$ cat src/rtl/ffa_sched_pkg.sv
// ffa_sched_pkg: shared types and constants for the FFA round-robin scheduler.
//   state_t   : scheduler FSM state (INIT sweep / RUN arbitration)
//   CNT_W     : sweep counter width for the default array depth
//   rsp_t     : response payload {data, error} at the default data width
//   width_of  : index width helper that never returns 0
package ffa_sched_pkg;

  localparam int DEF_DATA_W = 8;
  localparam int DEF_ADDR_W = 3;
  localparam int DEF_DATA_N = 8;
  localparam int DEF_REQ_N  = 4;
  localparam int CNT_W      = $clog2(DEF_DATA_N);

  typedef enum logic {
    INIT = 1'b0,
    RUN  = 1'b1
  } state_t;

  typedef struct packed {
    logic [DEF_DATA_W-1:0] data;
    logic                  error;
  } rsp_t;

  // Width needed to index n items; a 1-entry space still gets one bit.
  function automatic int width_of(input int n);
    return (n > 1) ? $clog2(n) : 1;
  endfunction

endpackage

$ cat src/rtl/ffa_rr_scheduler_if.sv
// ffa_rr_scheduler_if: requester-side bus of the scheduler.
//   req_valid/req_wr/req_addr/req_wdata : per-requester request (packed)
//   req_ready                           : one-hot0 grant
//   rsp_valid/rsp_data/rsp_error        : registered response, latency 1
// Handshake: a request transfers in the cycle where req_valid[i] & req_ready[i]
// is high; ready may arrive in the same cycle valid rises and valid need not be
// held stable while ready is low. rsp_valid[i] pulses for one cycle, the cycle
// after requester i was granted; there is no response back-pressure.
// master = requester side, slave = scheduler side.
interface ffa_rr_scheduler_if #(
  parameter int REQ_N  = 4,
  parameter int ADDR_W = 3,
  parameter int DATA_W = 8
);

  logic [REQ_N-1:0]        req_valid;
  logic [REQ_N-1:0]        req_wr;
  logic [REQ_N*ADDR_W-1:0] req_addr;
  logic [REQ_N*DATA_W-1:0] req_wdata;
  logic [REQ_N-1:0]        req_ready;
  logic [REQ_N-1:0]        rsp_valid;
  logic [DATA_W-1:0]       rsp_data;
  logic                    rsp_error;

  modport master (
    output req_valid, req_wr, req_addr, req_wdata,
    input  req_ready, rsp_valid, rsp_data, rsp_error
  );

  modport slave (
    input  req_valid, req_wr, req_addr, req_wdata,
    output req_ready, rsp_valid, rsp_data, rsp_error
  );

endinterface

$ cat src/rtl/ffa_rr_arb.sv
// ffa_rr_arb: combinational round-robin picker.
//   req   : request vector
//   ptr   : index with highest priority this cycle
//   grant : one-hot0 winner
//   idx   : encoded winner (0 when no request)
//   any   : at least one request present
// Search order is ptr, ptr+1, ... wrapping at REQ_N.
module ffa_rr_arb
  import ffa_sched_pkg::*;
#(
  parameter  int REQ_N = 4,
  localparam int IDX_W = width_of(REQ_N)
) (
  input  logic [REQ_N-1:0] req,
  input  logic [IDX_W-1:0] ptr,
  output logic [REQ_N-1:0] grant,
  output logic [IDX_W-1:0] idx,
  output logic             any
);

  function automatic int wrap_idx(input int p, input int k);
    return (p + k) % REQ_N;
  endfunction

  always_comb begin
    grant = '0;
    idx   = '0;
    any   = 1'b0;
    for (int k = 0; k < REQ_N; k++) begin
      if (!any && req[wrap_idx(int'(ptr), k)]) begin
        any                         = 1'b1;
        grant[wrap_idx(int'(ptr), k)] = 1'b1;
        idx                         = IDX_W'(wrap_idx(int'(ptr), k));
      end
    end
  end

endmodule

$ cat src/rtl/ffa_rr_scheduler.sv
// ffa_rr_scheduler: shares one single-port flip-flop register array between
// REQ_N requesters.
//   clk, resetn       : clock, synchronous active-low reset
//   bus (slave)       : requester handshake and registered responses
//   init_done         : high while in RUN
//   arr_wr/arr_rd     : array strobes (never both high)
//   arr_addr/arr_din  : array address / write data
//   arr_dout/arr_error: combinational array read data / error
//   dbg_state/dbg_ptr : FSM state and round-robin pointer
// After reset an optional INIT sweep writes zero to every entry so that every
// valid bit is set; RUN then grants at most one request per cycle.
module ffa_rr_scheduler
  import ffa_sched_pkg::*;
#(
  parameter  int DATA_W         = 8,
  parameter  int ADDR_W         = 3,
  parameter  int DATA_N         = 8,
  parameter  int REQ_N          = 4,
  parameter  int CLEAR_ON_RESET = 1,
  localparam int IDX_W          = width_of(REQ_N),
  localparam int CW             = width_of(DATA_N)
) (
  input  logic              clk,
  input  logic              resetn,
  ffa_rr_scheduler_if.slave bus,
  output logic              init_done,
  output logic              arr_wr,
  output logic              arr_rd,
  output logic [ADDR_W-1:0] arr_addr,
  output logic [DATA_W-1:0] arr_din,
  input  logic [DATA_W-1:0] arr_dout,
  input  logic              arr_error,
  output state_t            dbg_state,
  output logic [IDX_W-1:0]  dbg_ptr
);

  localparam state_t RST_STATE = (CLEAR_ON_RESET != 0) ? INIT : RUN;

  state_t            state_q, state_d;
  logic [CW-1:0]     cnt_q, cnt_d;
  logic [IDX_W-1:0]  ptr_q, ptr_d;
  logic [REQ_N-1:0]  rsp_valid_q, rsp_valid_d;
  logic [DATA_W-1:0] rsp_data_q, rsp_data_d;
  logic              rsp_error_q, rsp_error_d;

  logic [REQ_N-1:0]  arb_req;
  logic [REQ_N-1:0]  g_grant;
  logic [IDX_W-1:0]  g_idx;
  logic              g_any;

  logic [ADDR_W-1:0] sel_addr;
  logic [DATA_W-1:0] sel_wdata;
  logic              sel_wr;
  logic              in_range;

  // Requests are invisible to the arbiter outside RUN, so no grant can leak
  // out during the sweep.
  assign arb_req = (state_q == RUN) ? bus.req_valid : '0;

  ffa_rr_arb #(
    .REQ_N (REQ_N)
  ) u_arb (
    .req   (arb_req),
    .ptr   (ptr_q),
    .grant (g_grant),
    .idx   (g_idx),
    .any   (g_any)
  );

  assign sel_addr  = bus.req_addr[int'(g_idx)*ADDR_W +: ADDR_W];
  assign sel_wdata = bus.req_wdata[int'(g_idx)*DATA_W +: DATA_W];
  assign sel_wr    = bus.req_wr[g_idx];
  assign in_range  = (int'(sel_addr) < DATA_N);

  always_comb begin
    state_d       = state_q;
    cnt_d         = cnt_q;
    ptr_d         = ptr_q;
    rsp_valid_d   = '0;
    rsp_data_d    = '0;
    rsp_error_d   = 1'b0;
    arr_wr        = 1'b0;
    arr_rd        = 1'b0;
    arr_addr      = '0;
    arr_din       = '0;
    bus.req_ready = '0;

    case (state_q)
      INIT: begin
        arr_wr   = 1'b1;
        arr_addr = ADDR_W'(cnt_q);
        if (cnt_q == CW'(DATA_N - 1)) begin
          state_d = RUN;
          cnt_d   = '0;
        end else begin
          cnt_d = cnt_q + 1'b1;
        end
      end
      RUN: begin
        if (g_any) begin
          bus.req_ready = g_grant;
          // An out-of-range access is still granted and answered, but it
          // must not touch the array.
          arr_wr        = sel_wr & in_range;
          arr_rd        = ~sel_wr & in_range;
          arr_addr      = sel_addr;
          arr_din       = sel_wdata;
          rsp_valid_d   = g_grant;
          rsp_error_d   = ~in_range | (~sel_wr & arr_error);
          rsp_data_d    = (in_range & ~sel_wr & ~arr_error) ? arr_dout : '0;
          ptr_d         = (g_idx == IDX_W'(REQ_N - 1)) ? '0 : g_idx + 1'b1;
        end
      end
      default: state_d = RST_STATE;
    endcase
  end

  always_ff @(posedge clk) begin
    if (!resetn) begin
      state_q     <= RST_STATE;
      cnt_q       <= '0;
      ptr_q       <= '0;
      rsp_valid_q <= '0;
      rsp_data_q  <= '0;
      rsp_error_q <= 1'b0;
    end else begin
      state_q     <= state_d;
      cnt_q       <= cnt_d;
      ptr_q       <= ptr_d;
      rsp_valid_q <= rsp_valid_d;
      rsp_data_q  <= rsp_data_d;
      rsp_error_q <= rsp_error_d;
    end
  end

  assign bus.rsp_valid = rsp_valid_q;
  assign bus.rsp_data  = rsp_data_q;
  assign bus.rsp_error = rsp_error_q;
  assign init_done     = (state_q == RUN);
  assign dbg_state     = state_q;
  assign dbg_ptr       = ptr_q;

endmodule

$ cat src/flat_wrapper.sv
// flat-port wrapper written by rule: the top's interface ports become plain ports
module ffa_rr_scheduler_flat import ffa_sched_pkg::*;
#(
  parameter  int DATA_W         = 8,
  parameter  int ADDR_W         = 3,
  parameter  int DATA_N         = 8,
  parameter  int REQ_N          = 4,
  parameter  int CLEAR_ON_RESET = 1,
  localparam int IDX_W          = width_of(REQ_N),
  localparam int CW             = width_of(DATA_N)
)
  (clk, resetn, init_done, arr_wr, arr_rd, arr_addr, arr_din, arr_dout, arr_error, dbg_state, dbg_ptr, bus_req_valid, bus_req_wr, bus_req_addr, bus_req_wdata, bus_req_ready, bus_rsp_valid, bus_rsp_data, bus_rsp_error);
  ffa_rr_scheduler_if #(.REQ_N(REQ_N), .ADDR_W(ADDR_W), .DATA_W(DATA_W)) bus_i ();
  input  logic clk;
  input  logic resetn;
  output logic init_done;
  output logic arr_wr;
  output logic arr_rd;
  output logic [ADDR_W-1:0] arr_addr;
  output logic [DATA_W-1:0] arr_din;
  input  logic [DATA_W-1:0] arr_dout;
  input  logic arr_error;
  output state_t dbg_state;
  output logic [IDX_W-1:0] dbg_ptr;
  input wire logic [$bits(bus_i.req_valid)-1:0] bus_req_valid;
  input wire logic [$bits(bus_i.req_wr)-1:0] bus_req_wr;
  input wire logic [$bits(bus_i.req_addr)-1:0] bus_req_addr;
  input wire logic [$bits(bus_i.req_wdata)-1:0] bus_req_wdata;
  output wire logic [$bits(bus_i.req_ready)-1:0] bus_req_ready;
  output wire logic [$bits(bus_i.rsp_valid)-1:0] bus_rsp_valid;
  output wire logic [$bits(bus_i.rsp_data)-1:0] bus_rsp_data;
  output wire logic [$bits(bus_i.rsp_error)-1:0] bus_rsp_error;
  assign bus_i.req_valid = bus_req_valid;
  assign bus_i.req_wr = bus_req_wr;
  assign bus_i.req_addr = bus_req_addr;
  assign bus_i.req_wdata = bus_req_wdata;
  assign bus_req_ready = bus_i.req_ready;
  assign bus_rsp_valid = bus_i.rsp_valid;
  assign bus_rsp_data = bus_i.rsp_data;
  assign bus_rsp_error = bus_i.rsp_error;
  ffa_rr_scheduler #(.DATA_W(DATA_W), .ADDR_W(ADDR_W), .DATA_N(DATA_N), .REQ_N(REQ_N), .CLEAR_ON_RESET(CLEAR_ON_RESET)) u_core (.clk(clk), .resetn(resetn), .bus(bus_i), .init_done(init_done), .arr_wr(arr_wr), .arr_rd(arr_rd), .arr_addr(arr_addr), .arr_din(arr_din), .arr_dout(arr_dout), .arr_error(arr_error), .dbg_state(dbg_state), .dbg_ptr(dbg_ptr));
endmodule
$ cat config.mk
export PLATFORM = sky130hd
export DESIGN_NAME = ffa_rr_scheduler_flat
export DESIGN_NICKNAME = d
export VERILOG_FILES = /design/src/rtl/ffa_sched_pkg.sv /design/src/rtl/ffa_rr_scheduler_if.sv /design/src/rtl/ffa_rr_arb.sv /design/src/rtl/ffa_rr_scheduler.sv /design/src/flat_wrapper.sv
export SDC_FILE = /design/constraint.sdc
export NUM_CORES = 1
export LEC_CHECK = 0
export ABC_CLOCK_PERIOD_IN_PS = 3900
export CORE_MARGIN = 5
export CORE_UTILIZATION = 36
export DETAILED_ROUTE_END_ITERATION = 6
export PLACE_DENSITY = 0.84
export SETUP_SLACK_MARGIN = 0.4
export SLEW_MARGIN = 40
export SYNTH_ARGS = -nofsm -noshare
export SYNTH_HDL_FRONTEND = slang
export SYNTH_SLANG_ARGS = --single-unit
$ cat constraint.sdc
create_clock -name clk -period 3.9 [get_ports clk]
set_input_delay 0.78 -clock clk [delete_from_list [all_inputs] [get_ports clk]]
set_output_delay 0.78 -clock clk [all_outputs]
set_load 0.02 [all_outputs]
==> parameters.txt <==
Parameter                              Value

Detailed routing
  Number of nets still failing antenna checks after routing    0
  Pre-antenna DRT Iters    4
  Routed wire per std cell    roughly 16 µm
  1st-iter DRT viols    57
  Final wirelength    approximately 5000 µm
  Average via count per standard cell    5.07
  Via count    about 1600
  Detailed-route DRC error count    0

STA
  RSZ-0062 raised after global routing    true
  Maximum frequency from static timing analysis    284 MHz
  Pin slew with the least headroom to its limit    ~630 ps
  Worst Slack Setup Final    ~380 ps
  Max-slew violations    0
  Slew HR    between 50% and 60%
  Final setup violation count    0
  Count of endpoints failing hold in the final timing report    0
  Worst clock skew    ~2.6 ps
  Minimum clock period    ~3500 ps
  Final critical-path share of the clock period    between 90% and 100%

Worst setup path
  Worst Path Max Fanout    7
  Crit-path max cell delay    510 ps
  Cell chain of the critical path    buf_8, mux2_4, o2bb2ai_4, a31o_4, xnor2_4, buf_12, nand2_8, mux4_2, and2_4, buf_6
  CP startpoint kind    primary input
  Crit Path Class    in -> out
  Crit end category    primary output
  Data required time of the worst path    approximately 3100 ps
  Data arrival at the endpoint of the critical path    about 2700 ps
  Critical-path cell with the highest stage delay    sky130_fd_sc_hd__mux4_2

Yosys
  Net Count, Synth    ~220
  Library cell with the highest instance count after synthesis    sky130_fd_sc_hd__and2_1
  Area contributors post-synth    sky130_fd_sc_hd__dfxtp_1 (25%), sky130_fd_sc_hd__and2_1 (9.2%), sky130_fd_sc_hd__ha_1 (8.4%)
  Count of flip-flops with a built-in enable after synthesis    0
  Mean cell area of the mapped netlist    9.95 µm²
  Area of the mapped netlist    between 0.001 and 0.0015 mm²
  Cell accounting for the most synthesized area    sky130_fd_sc_hd__dfxtp_1
  Sequential fraction of the synthesis area    about a quarter
  Async set-or-reset flop fraction in the synthesized netlist    0%
  Most used DFF post-synth    sky130_fd_sc_hd__dfxtp_1
  Number of standard cells after synthesis    150
  Yosys warnings    0
  Synthesis-stage register bit count    19
  Count of different cell masters after synthesis    37
  Most common library cells after synthesis    sky130_fd_sc_hd__and2_1 (22), sky130_fd_sc_hd__dfxtp_1 (19), sky130_fd_sc_hd__nand2_1 (14), sky130_fd_sc_hd__ha_1 (10), sky130_fd_sc_hd__mux2i_1 (9)
  Portion of synthesized cell area occupied by the leading cell type    around 25%

GRT
  First-pass GRT wire length    7600 µm
  Tot GR Track Use    approximately 18%
  Total congestion overflow after global routing    0
  Number of global-route vias before repair    1707
  Number of antenna violations at the first check in global routing    0
  Pin count of the biggest net entering global routing    14

Clocking
  Number of buffers between clock root and the deepest sink    2
  TritonCTS clock tree    done
  Clock buffer count from CTS    3
  CTS sink count    19
  Clock transition at the register clock pins on the worst setup and hold paths after CTS    about 70 ps
  Root cell of the clock tree    sky130_fd_sc_hd__clkbuf_8
  H-tree levels    1
  Worst skew pair latency    250 ps

Cells and area
  Fill cell instance count of the final layout    approximately 280
  Synth-to-Final Area Change    95.7%
  Fraction of layout cells with a size suffix above 1    34.4%
  Post-Layout Cell Count    roughly 320
  Number of nets in the final layout    347
  Total inserted antenna cells    0

Pwr
  Logic pwr share    around 30%
  Total leakage power    ~1.2 nW
  Areal power density over the cells    165 mW/mm²
  Internal power contribution    0.000367 W
  Switching Fraction    about a quarter
  Switch Pwr    0.000115 W
  Reg power frac    a little over two fifths
  Clock network fraction of design power    approximately 29%
  Largest voltage drop on the vdd net    approximately 0.00011 V

Run status
  Outcome    completed

Place
  DPL Wire Length    around 3900 µm
  Buffers added on ports    96
  Routability congestion estimate    slightly above 0.8
  Setup WS pre-CTS    -533 ps
  Instance count after placement with tap cells included    approximately 310

Floorplan
  Placeable core region    0.00400 mm²
  Placement Rows    23
  Top Ports    97
  Starting Density    between 30% and 40%
  Chip height    74.4 µm
  Overall die area    about 0.0055 mm²
  Width of the die    74.4 µm

Min path
  Worst hold path class    reg -> reg

Job
  Max-capacitance violation count    0
## final timing paths
kind         slack, ps                endpoint  cells after the start              from
max                380              arr_din[5]                     10  bus_req_valid[3]
min                560         u_core.cnt_q[1]                      2   u_core.cnt_q[1]
min reg2reg        560         u_core.cnt_q[1]                      2   u_core.cnt_q[1]
max reg2reg       1090  u_core.bus.rsp_data[0]                     10  u_core.dbg_state
## state kept, by name (all words and copies together), names as in the netlist
register and flops:
u_core.cnt_q 3, u_core.dbg_ptr 2, u_core.bus.rsp_error 1, u_core.bus.rsp_valid 4, u_core.dbg_state 1, u_core.bus.rsp_data 8
## cell usage in the layout (no fill, tap or decap), types with 3 or more instances in the layout
| cell | instances |
|---|---|
| sky130_fd_sc_hd__a21o_1 | 3 |
| sky130_fd_sc_hd__a221o_1 | 3 |
| sky130_fd_sc_hd__a222oi_1 | 4 |
| sky130_fd_sc_hd__and2_1 | 13 |
| sky130_fd_sc_hd__and2_4 | 9 |
| sky130_fd_sc_hd__buf_2 | 3 |
| sky130_fd_sc_hd__buf_4 | 25 |
| sky130_fd_sc_hd__buf_6 | 16 |
| sky130_fd_sc_hd__clkbuf_8 | 3 |
| sky130_fd_sc_hd__clkdlybuf4s50_1 | 75 |
| sky130_fd_sc_hd__dfxtp_1 | 17 |
| sky130_fd_sc_hd__dlygate4sd2_1 | 4 |
| sky130_fd_sc_hd__ha_1 | 9 |
| sky130_fd_sc_hd__mux2_4 | 5 |
| sky130_fd_sc_hd__mux2i_1 | 6 |
| sky130_fd_sc_hd__mux4_2 | 8 |
| sky130_fd_sc_hd__nand2_1 | 14 |
| sky130_fd_sc_hd__nor2_1 | 7 |
| sky130_fd_sc_hd__nor2b_1 | 3 |
## cells by family after synthesis
| group | Yosys count | synth area share (%) |
|---|---|---|
| XOR/XNOR | 2 | 2.43 |
| multiplexers | 23 | 24.4 |
| adder cells (fa/ha/maj) | 10 | 8.38 |
| AO/OA/AOI/OAI | 23 | 12.7 |
| flip-flops | 19 | 25.5 |
| buffers and inverters | 10 | 3.77 |
| AND/OR/NAND/NOR | 63 | 22.8 |
## critical path, delay by kind of cell
family,cells,cell delay [ps]
compound gates,2,370
buf+inv,3,360
simple gates,2,250
mux,2,790
xor+xnor,1,170
## through the flow
stage	power [W]	util [%]	hold WS, ps	setup TNS (ps)	cell area [µm²]
floorplan	0.000248	-	511	0	1530
global placement	0.000331	66.7	551	-4970	2670
detailed placement	0.000334	66.7	559	-6310	2670
CTS	0.000481	70.6	571	0	2820
global route	0.000506	73.0	593	0	2920
finish	0.000482	73.0	564	0	2920
## layer usage
layer	wire, µm	GRT usage, %	vias to the layer above
met3	532	5.81	10
met5	0	0	-
met2	2660	33.1	85
met1	1790	18.3	740
li1	-	-	802
met4	57	5.73	0
## power by group through the flow
| stage | registers, W | clock network (W) | logic [W] |
|---|---|---|---|
| 2_1_floorplan | 0.000205 | 0 | 0.0000433 |
| 3_3_place_gp | 0.000204 | 0 | 0.000127 |
| 3_5_place_dp | 0.000205 | 0 | 0.000130 |
| 4_1_cts | 0.000200 | 0.000142 | 0.000139 |
| 5_1_grt | 0.000201 | 0.000152 | 0.000153 |
| 6_report | 0.000200 | 0.000138 | 0.000143 |
## area by class of cell
class | instances | area, µm² | share of cell area (%)
Clock buffer | 3 | 41.3 | 1.41
Clock inverter | 1 | 5.00 | 0.171
Inverter | 3 | 15.0 | 0.514
Multi-Input combinational cell | 122 | 1210 | 41.4
Sequential cell | 19 | 385 | 13.2
Tap cell | 50 | 62.6 | 2.14
Timing Repair Buffer | 125 | 1200 | 41.2
## what timing repair did
action	in CTS	in global routing
buffers inserted	4	3
gates cloned	1	0
pin swaps	6	12
endpoints found under the hold margin	0	0
hold buffers	0	0
endpoints found under the setup margin	17	13
gates resized for setup	116	18
Power figures use the tool's default switching activity.
